**src/rtl/multimode_ff_bank_pkg.sv**
```systemverilog
// ----------------------------------------------------------------------------
// multimode_ff_bank_pkg
//   Shared definitions for the multimode flip-flop bank: the 3-bit mode
//   encoding and the per-bit next-state rule used by every cell.
// ----------------------------------------------------------------------------
package multimode_ff_bank_pkg;

    localparam int MODE_W = 3;

    typedef enum logic [MODE_W-1:0] {
        MODE_D      = 3'b000,
        MODE_T      = 3'b001,
        MODE_JK     = 3'b010,
        MODE_SR     = 3'b011,
        MODE_CNT_UP = 3'b100,
        MODE_CNT_DN = 3'b101,
        MODE_HOLD0  = 3'b110,
        MODE_HOLD1  = 3'b111
    } mode_e;

    // True for the two counter modes, where a/b are ignored.
    function automatic logic is_count_mode(input mode_e m);
        return (m == MODE_CNT_UP) || (m == MODE_CNT_DN);
    endfunction

    // Next value of one bit for an enabled, non-cleared edge.
    // tog is the cascade toggle request, only meaningful in count modes.
    function automatic logic ff_next(input mode_e m, input logic q,
                                     input logic a, input logic b,
                                     input logic tog);
        logic r;
        r = q;
        case (m)
            MODE_D:  r = a;
            MODE_T:  r = q ^ a;
            MODE_JK: begin
                case ({a, b})
                    2'b00:   r = q;
                    2'b01:   r = 1'b0;
                    2'b10:   r = 1'b1;
                    2'b11:   r = ~q;
                    default: r = q;
                endcase
            end
            MODE_SR: begin
                // S=R=1 is illegal: the bit holds and the cell flags it.
                case ({a, b})
                    2'b01:   r = 1'b0;
                    2'b10:   r = 1'b1;
                    default: r = q;
                endcase
            end
            MODE_CNT_UP,
            MODE_CNT_DN: r = q ^ tog;
            default:     r = q;
        endcase
        return r;
    endfunction

endpackage

```
**src/rtl/multimode_ff_bank_ff_cell.sv**
```systemverilog
// ----------------------------------------------------------------------------
// ff_cell
//   One-bit run-time selectable flip-flop (D / T / JK / SR / count cell).
//   Ports:
//     i_clk, i_rst   clock, asynchronous active-high reset
//     i_en, i_clr    clock enable, synchronous clear (clear wins)
//     i_mode         3-bit mode (see multimode_ff_bank_pkg::mode_e)
//     i_a, i_b       D/T/J/S and K/R inputs
//     i_tog          cascade toggle request used in count modes
//     o_q            registered bit state
//     o_sr_ill       SR mode with S=R=1 on this bit (combinational)
// ----------------------------------------------------------------------------
module ff_cell
    import multimode_ff_bank_pkg::*;
#(
    parameter logic RESET_BIT = 1'b0
) (
    input  logic              i_clk,
    input  logic              i_rst,
    input  logic              i_en,
    input  logic              i_clr,
    input  logic [MODE_W-1:0] i_mode,
    input  logic              i_a,
    input  logic              i_b,
    input  logic              i_tog,
    output logic              o_q,
    output logic              o_sr_ill
);

    logic  r_q;
    logic  w_next;
    mode_e w_mode;

    // Decode mode and compute the enabled next state and illegal-SR flag.
    always_comb begin
        w_mode   = mode_e'(i_mode);
        w_next   = ff_next(w_mode, r_q, i_a, i_b, i_tog);
        o_sr_ill = (w_mode == MODE_SR) & i_a & i_b;
    end

    // State bit: reset > clear > enable > hold.
    always_ff @(posedge i_clk or posedge i_rst) begin
        if (i_rst) begin
            r_q <= RESET_BIT;
        end else if (i_clr) begin
            r_q <= RESET_BIT;
        end else if (i_en) begin
            r_q <= w_next;
        end else begin
            r_q <= r_q;
        end
    end

    assign o_q = r_q;

endmodule

```
**src/rtl/multimode_ff_bank.sv**
```systemverilog
// ----------------------------------------------------------------------------
// multimode_ff_bank
//   WIDTH-channel register where every bit is a selectable D/T/JK/SR
//   flip-flop; also a synchronous up/down counter built from cascaded T cells.
//   Ports:
//     i_clk, i_rst   clock, asynchronous active-high reset
//     i_en           clock enable (0 = hold q)
//     i_clr          synchronous clear to RESET_VAL (wins over i_en)
//     i_mode         000 D, 001 T, 010 JK, 011 SR, 100 CNT_UP, 101 CNT_DN,
//                    11x HOLD
//     i_a, i_b       per-bit D/T/J/S and K/R inputs
//     o_q            registered state
//     o_qn           ~o_q
//     o_tc           registered terminal-count pulse (count modes only)
//     o_sr_err       sticky illegal S=R=1 flag
// ----------------------------------------------------------------------------
module multimode_ff_bank
    import multimode_ff_bank_pkg::*;
#(
    parameter int               WIDTH     = 8,
    parameter logic [WIDTH-1:0] RESET_VAL = {WIDTH{1'b0}}
) (
    input  logic              i_clk,
    input  logic              i_rst,
    input  logic              i_en,
    input  logic              i_clr,
    input  logic [MODE_W-1:0] i_mode,
    input  logic [WIDTH-1:0]  i_a,
    input  logic [WIDTH-1:0]  i_b,
    output logic [WIDTH-1:0]  o_q,
    output logic [WIDTH-1:0]  o_qn,
    output logic              o_tc,
    output logic              o_sr_err
);

    mode_e            w_mode;
    logic [WIDTH-1:0] w_q;
    logic [WIDTH-1:0] w_sr_ill;
    logic [WIDTH-1:0] w_tog;
    logic [WIDTH:0]   w_up_chain;   // [i] = all bits below i are 1
    logic [WIDTH:0]   w_dn_chain;   // [i] = all bits below i are 0
    logic             w_tc_next;
    logic             r_tc;
    logic             r_sr_err;

    // Toggle cascade: bit i toggles when all lower bits are 1 (up) or 0 (down).
    // Bit 0 always toggles, so WIDTH=1 simply flips in either count mode.
    always_comb begin
        w_mode        = mode_e'(i_mode);
        w_up_chain    = {(WIDTH+1){1'b0}};
        w_dn_chain    = {(WIDTH+1){1'b0}};
        w_up_chain[0] = 1'b1;
        w_dn_chain[0] = 1'b1;
        for (int i = 0; i < WIDTH; i++) begin
            w_up_chain[i+1] = w_up_chain[i] & w_q[i];
            w_dn_chain[i+1] = w_dn_chain[i] & ~w_q[i];
        end
        if (w_mode == MODE_CNT_DN) begin
            w_tog = w_dn_chain[WIDTH-1:0];
        end else begin
            w_tog = w_up_chain[WIDTH-1:0];
        end
    end

    // Terminal count fires on the edge where the counter wraps; the full
    // chain output is exactly the "all ones" / "all zeros" condition.
    always_comb begin
        w_tc_next = 1'b0;
        if (i_clr || !i_en) begin
            w_tc_next = 1'b0;
        end else if (w_mode == MODE_CNT_UP) begin
            w_tc_next = w_up_chain[WIDTH];
        end else if (w_mode == MODE_CNT_DN) begin
            w_tc_next = w_dn_chain[WIDTH];
        end else begin
            w_tc_next = 1'b0;
        end
    end

    genvar g;
    generate
        for (g = 0; g < WIDTH; g++) begin : g_cell
            ff_cell #(
                .RESET_BIT (RESET_VAL[g])
            ) u_cell (
                .i_clk    (i_clk),
                .i_rst    (i_rst),
                .i_en     (i_en),
                .i_clr    (i_clr),
                .i_mode   (i_mode),
                .i_a      (i_a[g]),
                .i_b      (i_b[g]),
                .i_tog    (w_tog[g]),
                .o_q      (w_q[g]),
                .o_sr_ill (w_sr_ill[g])
            );
        end
    endgenerate

    // Terminal-count pulse register.
    always_ff @(posedge i_clk or posedge i_rst) begin
        if (i_rst) begin
            r_tc <= 1'b0;
        end else begin
            r_tc <= w_tc_next;
        end
    end

    // Sticky illegal-SR flag; only reset or clear removes it.
    always_ff @(posedge i_clk or posedge i_rst) begin
        if (i_rst) begin
            r_sr_err <= 1'b0;
        end else if (i_clr) begin
            r_sr_err <= 1'b0;
        end else if (i_en && (|w_sr_ill)) begin
            r_sr_err <= 1'b1;
        end else begin
            r_sr_err <= r_sr_err;
        end
    end

    assign o_q      = w_q;
    assign o_qn     = ~w_q;
    assign o_tc     = r_tc;
    assign o_sr_err = r_sr_err;

endmodule
```
**config.mk**
```make
export PLATFORM = sky130hd
export DESIGN_NAME = multimode_ff_bank
export DESIGN_NICKNAME = d
export VERILOG_FILES = /design/src/rtl/multimode_ff_bank_pkg.sv /design/src/rtl/multimode_ff_bank_ff_cell.sv /design/src/rtl/multimode_ff_bank.sv
export SDC_FILE = /design/constraint.sdc
export NUM_CORES = 1
export LEC_CHECK = 0
export CAP_MARGIN = 20
export CORE_MARGIN = 3
export CORE_UTILIZATION = 35
export DETAILED_ROUTE_END_ITERATION = 7
export GPL_TIMING_DRIVEN = 0
export SLEW_MARGIN = 20
export SYNTH_ARGS = -nofsm -noshare
export SYNTH_HDL_FRONTEND = slang
export SYNTH_HIERARCHICAL = 1
export SYNTH_SLANG_ARGS = --single-unit
```
**constraint.sdc**
```tcl
create_clock -name i_clk -period 2.05 [get_ports i_clk]
set_clock_uncertainty 0.1 [all_clocks]
set_input_delay 0.41 -clock i_clk [delete_from_list [all_inputs] [get_ports i_clk]]
set_output_delay 0.41 -clock i_clk [all_outputs]
set_load 0.03 [all_outputs]
```
# After elaboration in Yosys (flattened, before gate mapping)
# Index checks and enable logic that the tools add are counted.
word_totals:
  input_bits: 23
  reg_bits: 10
classes:
  bitwise: 55
  n_eq_ne: 45
  n_reduce_logical: 25
  muxes: 46
op_table:
  columns: ["operator", "count"]
  rows:
  - ["1-bit case mux with 5 select lines", 8]
  - ["2-bit == test (second input constant)", 16]
  - ["4-bit AND reduction", 8]
  - ["1-bit AND", 30]
  - ["4-bit by 2-bit != test with 1-bit output (second input constant)", 7]
  - ["3-bit != test (second input constant)", 8]
  - ["1-bit case mux with 3 select lines", 8]
  - ["1-bit two-way mux", 21]
  - ["2-bit by 1-bit == test with 1-bit output (second input constant)", 8]
  - ["2-bit zero test", 8]
  - ["1-bit case mux with 2 select lines", 8]
  - ["1-bit XOR", 16]
  - ["8-bit two-way mux", 1]
  - ["1-bit NOT", 8]
  - ["8-bit NOT", 1]
  - ["8-bit OR reduction", 1]
  - ["3-bit by 2-bit == test with 1-bit output (second input constant)", 2]
  - ["3-bit == test (second input constant)", 2]
  - ["6-bit nonzero test", 1]
  - ["4-bit != test (second input constant)", 1]
  - ["2-bit nonzero test", 2]
  - ["3-bit by 1-bit == test with 1-bit output (second input constant)", 1]
  - ["3-bit zero test", 1]
  - ["2-bit OR reduction", 1]
  - ["3 further kinds", 3]

# Longest topological paths before layout
logic_depth:
  ltp_word: 12
  ltp_mapped: 7
  depth_no_buf: 7

# Modules after synthesis
# Netlist, hierarchy kept.
modules_own_cells:
  columns: ["module", "area_each_um2", "instances", "seq_area_each_um2", "cells_each"]
  rows:
  - ["ff_cell (g_cell[1].u_cell ...)", 222.7, 7, 25.0, 28]
  - ["multimode_ff_bank", 300.3, 1, 50.0, 44]
  - ["ff_cell (g_cell[0].u_cell)", 172.7, 1, 25.0, 25]

# Worst setup path before layout
# Ideal clock, no wire load.
synth_path:
  path_type: "reg-to-reg"
  from: "reg g_cell[0].u_cell.r_q"
  to: "reg g_cell[6].u_cell.r_q"
  period_less_slack_ps: 2047
  slack_ps: 3
  setup_ps: 96
  required_ps: 1854
  path_stages_with_launch: 7
  t_arrival_ps: 1851
  cell_sequence: "dfrtp_1 -> and4bb_2 -> nand2_1 -> o31ai_1 -> a21oi_1 -> a221o_1 -> a311oi_2"
synth_between:
  elab_chain_cells: 11
  elab_cells_between_ends: 16
  classes_between: "mux: 4; bitwise: 12"
synth_rtl:
  columns: ["element", "line_no", "source"]
  rows:
  - ["start: declaration", "multimode_ff_bank_ff_cell.sv:30", "logic r_q;"]
  - ["start signal: assignment", "multimode_ff_bank_ff_cell.sv:48", "r_q <= w_next;"]
  - ["start signal: assignment", "multimode_ff_bank_ff_cell.sv:50", "r_q <= r_q;"]
  - ["1-bit NOT", "multimode_ff_bank.sv:56", "w_dn_chain[i+1] = w_dn_chain[i] & ~w_q[i];"]
  - ["1-bit AND (5 in series)", "multimode_ff_bank.sv:56", null]
  - ["8-bit two-way mux *", "multimode_ff_bank.sv:58", "if (w_mode == MODE_CNT_DN) begin"]
  - ["via w_tog[6]", "multimode_ff_bank.sv:39", "logic [WIDTH-1:0] w_tog;"]
  - ["1-bit XOR *", "multimode_ff_bank_pkg.sv:54", "MODE_CNT_DN: r = q ^ tog;"]
  - ["1-bit case mux with 5 select lines *", "multimode_ff_bank_pkg.sv:33", "case (m)"]
  - ["1-bit two-way mux *", "multimode_ff_bank_ff_cell.sv:47", "end else if (i_en) begin"]
  - ["1-bit two-way mux *", "multimode_ff_bank_ff_cell.sv:45", "end else if (i_clr) begin"]
  - ["end signal: assignment", "multimode_ff_bank_ff_cell.sv:48", null]
  - ["end signal: assignment", "multimode_ff_bank_ff_cell.sv:50", null]
  - ["end: declaration", "multimode_ff_bank_ff_cell.sv:30", null]
# The timed path passes the listed nets; every way through them passes the cells marked *. The select of a mux whose other input is x is not followed.
# A chain may end at the register's enable or synchronous reset.

# Worst setup path in the final report
layout_path:
  from: "in i_mode[1]"
  to: "reg g_cell[3].u_cell.r_q"
layout_between:
  elab_chain_cells: 6
  elab_cells_between_ends: 16
  classes_between: "eq/ne: 7; mux: 4; bitwise: 1; reduce/logical: 4"
layout_rtl:
  columns: ["element", "line_no", "source"]
  rows:
  - ["start: declaration", "multimode_ff_bank.sv:27", "input logic [MODE_W-1:0] i_mode,"]
  - ["3-bit == test", "multimode_ff_bank.sv:58", null]
  - ["8-bit two-way mux", "multimode_ff_bank.sv:58", null]
  - ["via w_tog[3]", "multimode_ff_bank.sv:39", null]
  - ["1-bit XOR", "multimode_ff_bank_pkg.sv:54", null]
  - ["1-bit case mux with 5 select lines", "multimode_ff_bank_pkg.sv:33", null]
  - ["1-bit two-way mux", "multimode_ff_bank_ff_cell.sv:47", null]
  - ["1-bit two-way mux", "multimode_ff_bank_ff_cell.sv:45", null]
  - ["end signal: assignment", "multimode_ff_bank_ff_cell.sv:48", null]
  - ["end signal: assignment", "multimode_ff_bank_ff_cell.sv:50", null]
  - ["end: declaration", "multimode_ff_bank_ff_cell.sv:30", null]
# The timed path passes the listed nets, and every way through them passes these cells. The select of a mux whose other input is x is not followed.

==> impl_results.md <==
- Count of pins on the block boundary: 41
- Mux share of post-synthesis cell area: 0
- GRT Overall Usage: 0.1604
- Vias in the first global route: 1867
- Most common cell after layout, fill and taps aside: sky130_fd_sc_hd__inv_1
- CTS Hold Buffers Added: 0
- Area enclosed by the die boundary: 6756 sq um
- Setup slack after layout: 0.006168 ns
- Setup TNS: 0 ns
- Number of flops mapped to enable cells by yosys: 0
- Vias after detailed routing: 2138
- Most frequently used flop master after synthesis: sky130_fd_sc_hd__dfrtp_1
- Antenna violation net count after detailed routing: 0
- Final hold slack: 0.4313 ns
- Multi-input logic area: 1707 sq um
- Clock insertion delay at the later pin of the skew report: 0.23 ns
- Remaining routing DRC violations: 0
- Largest family of logic cells by synthesized area: simple AND/OR/NAND/NOR gates
- Worst Hold End: o_sr_err
- Simple-gate area share of the yosys netlist: 0.3405
- Maximum number of pins on one net before global-route repair: 36
- Synthesis-stage register bit count: 10
- Kind of start point of the critical path: input port
- Root buffer cell: sky130_fd_sc_hd__clkbuf_8
- Period minus WS final: 2.044 ns
- Max-Cap Viols: 0
- Timing-limited maximum frequency: 489.3 MHz
- Layout cells sized above 1: 0.2553
- Yosys warns: 6
- HP Class: flop to flop
- Deepest clock path buffer count: 2
- Cts bufs inserted: 3
- Critical path data required time: 2.08 ns
- Reg area: 257.7 sq um
- Number of fill cells: 519
- Outcome: complete, no violations
- Detailed router's first-iteration violation count: 131
- Worst supply voltage drop on vdd: 0.2206 mV
- Max Slew Vio Count: 0
- Post-placement setup slack: -0.6324 ns
- Routability congestion estimate: 0.7639
- Kind of critical path: input port to flop
- Period utilisation layout: 0.9970
- Startpoint of the tightest hold check path: o_sr_err
- Antenna diode instance count: 0
- Summed instance area of the synthesized netlist: 2032 sq um
- Synth unique cells: 42
- Fraction of synthesized cell area in xor and xnor cells: 0
- Leak pwr: 1.394 nW
- Post-detailed-route via-to-cell ratio: 5.279
- Type of element capturing the critical path: flop
- Growth of design area from synthesis to finish: 51.60%
- Number of core rows: 27
- Routed Wire Length: 6009 um
- Final HPWL DP: 3784 um
- Most used cells in the layout excluding fill and tap cells: 48 x sky130_fd_sc_hd__inv_1, 30 x sky130_fd_sc_hd__nor2_1, 25 x sky130_fd_sc_hd__a21oi_1
- Proportion of synthesized chip area in sequential cells: 0.1232
- Mean instance size in the synthesized netlist: 7.668 sq um
- DIE WIDTH: 82.20 um
- Worst hold path stage count: 2
- Flop-to-flop setup slack: 0.03 ns
- Num Clock Sinks: 10
- Number of antenna violations at the first check in global routing: 0
- Tightest slew margin relative to the limit: 0.5850
- First-pass GRT wire length: 8700 um
- Critical R2R Capture: g_cell[7].u_cell/o_q
- Aggregate global routing overflow: 0
- Post-synthesis adder-cell area fraction: 0.1293
- Post-synthesis instance total: 265
- Ratio of total power to cell area: 359.3 nW/um^2
- Router iterations before antenna repair: 4
- Port Buffer Count: 40
- Worst Tran Pin Value: 0.6206 ns
- Number of hold-slack violations in the final timing report: 0
- Total setup violations reported at the end of the flow: 0
- Detailed-route wire length per cell: 14.84 um
- Fin nets: 378
- Complex-gate fraction of the synthesized area: 0.3165
- Share of the synthesized area in the top cell type: 0.1293
- Htree depth: 1
- Starting Density: 0.3645
- Floorplan core area: 5574 sq um
- RSZ-0062 raised after global routing: true
- Source of the worst register-to-register timing path: g_cell[3].u_cell/o_q
- Max Fanout on Critical Path: 8
- CTS clock-pin slew for the worst setup and hold paths: 0.05 ns
- Worst-case reg-to-reg path depth: 6
- Data arrival at the endpoint of the critical path: 2.07 ns
- Cell type contributing the most total cell area after synthesis: sky130_fd_sc_hd__ha_1
- Synth async-reset ratio: 1.000
- CTS tree: built
- Cell types with the largest area share after synthesis: sky130_fd_sc_hd__ha_1 13%, sky130_fd_sc_hd__dfrtp_1 12%, sky130_fd_sc_hd__inv_1 8.9%
- Die height: 82.20 um
per-layer routing:
layer	part of all wire	track usage	wire (um)
met3	0.030	0.01735	182
met2	0.50	0.2748	3011
met4	0.0013	0.02492	8
met1	0.47	0.2193	2807
met5	0	0	0
how the worst max path moves through the flow:
stage	to	start	slack [ns]
after floorplan	g_cell[6].u_cell/o_q	g_cell[0].u_cell/o_q	0.003
after global placement	g_cell[3].u_cell/o_q	i_mode[2]	-2.05
after detailed placement	g_cell[6].u_cell/o_q	i_mode[2]	-0.63
after CTS	g_cell[3].u_cell/o_q	i_mode[1]	-0.02
after global routing	g_cell[7].u_cell/o_q	g_cell[3].u_cell/o_q	-0.07
final	g_cell[3].u_cell/o_q	i_mode[1]	0.006
worst max-delay path, cell delays in order:
cell and delay, ns:
sky130_fd_sc_hd__buf_16 0.11, sky130_fd_sc_hd__buf_16 0.13, sky130_fd_sc_hd__nand3b_1 0.20, sky130_fd_sc_hd__buf_6 0.15, sky130_fd_sc_hd__nand2b_4 0.15, sky130_fd_sc_hd__o31ai_4 0.26
sky130_fd_sc_hd__a21oi_2 0.08, sky130_fd_sc_hd__a221o_1 0.32, sky130_fd_sc_hd__a311oi_2 0.27
area by class of cell:
type | instances | area share
clock buffers | 4 | 0.01787
inverters | 48 | 0.05849
multi-input cells | 208 | 0.5540
flip-flops and latches | 10 | 0.08367
well taps | 72 | 0.02924
repair buffers | 63 | 0.2567
power by group:
part	switching [mW]	internal [mW]
Sequential	0.0471	0.215
Combinational	0.305	0.295
Clock	0.0753	0.169
Total	0.428	0.679
Yosys cell counts (9+ instances only):
master,count
sky130_fd_sc_hd__inv_1,48
sky130_fd_sc_hd__nor2_1,30
sky130_fd_sc_hd__a21oi_1,26
sky130_fd_sc_hd__ha_1,21
sky130_fd_sc_hd__nand2_1,11
sky130_fd_sc_hd__dfrtp_1,10
sky130_fd_sc_hd__nand3b_1,9
sequential cells by signal, indices dropped and copies added (netlist names):
register and cells:
o_sr_err 1, o_tc 1, g_cell.u_cell/o_q 8
kinds of logic after synthesis:
group,Yosys count
AND/OR/NAND/NOR,108
adder cells (fa/ha/maj),21
buffers and inverters,48
flip-flops,10
other,1
AO/OA/AOI/OAI,77
through the flow:
step	util	cells	total power, mW	area (sq um)
after floorplan	-	266	0.5380	2036
after global placement	0.4532	378	0.7491	2526
after detailed placement	0.4653	381	0.7704	2594
after CTS	0.4846	386	1.023	2701
after global routing	0.5526	405	1.181	3080
final	0.5526	405	1.107	3080
timing repair:
item	CTS	global route
pin swaps	3	9
buffers inserted	1	14
setup endpoints to repair	11	14
gates cloned	0	5
resized for setup	22	36
Note: power is estimated with default switching activity, not from simulation.
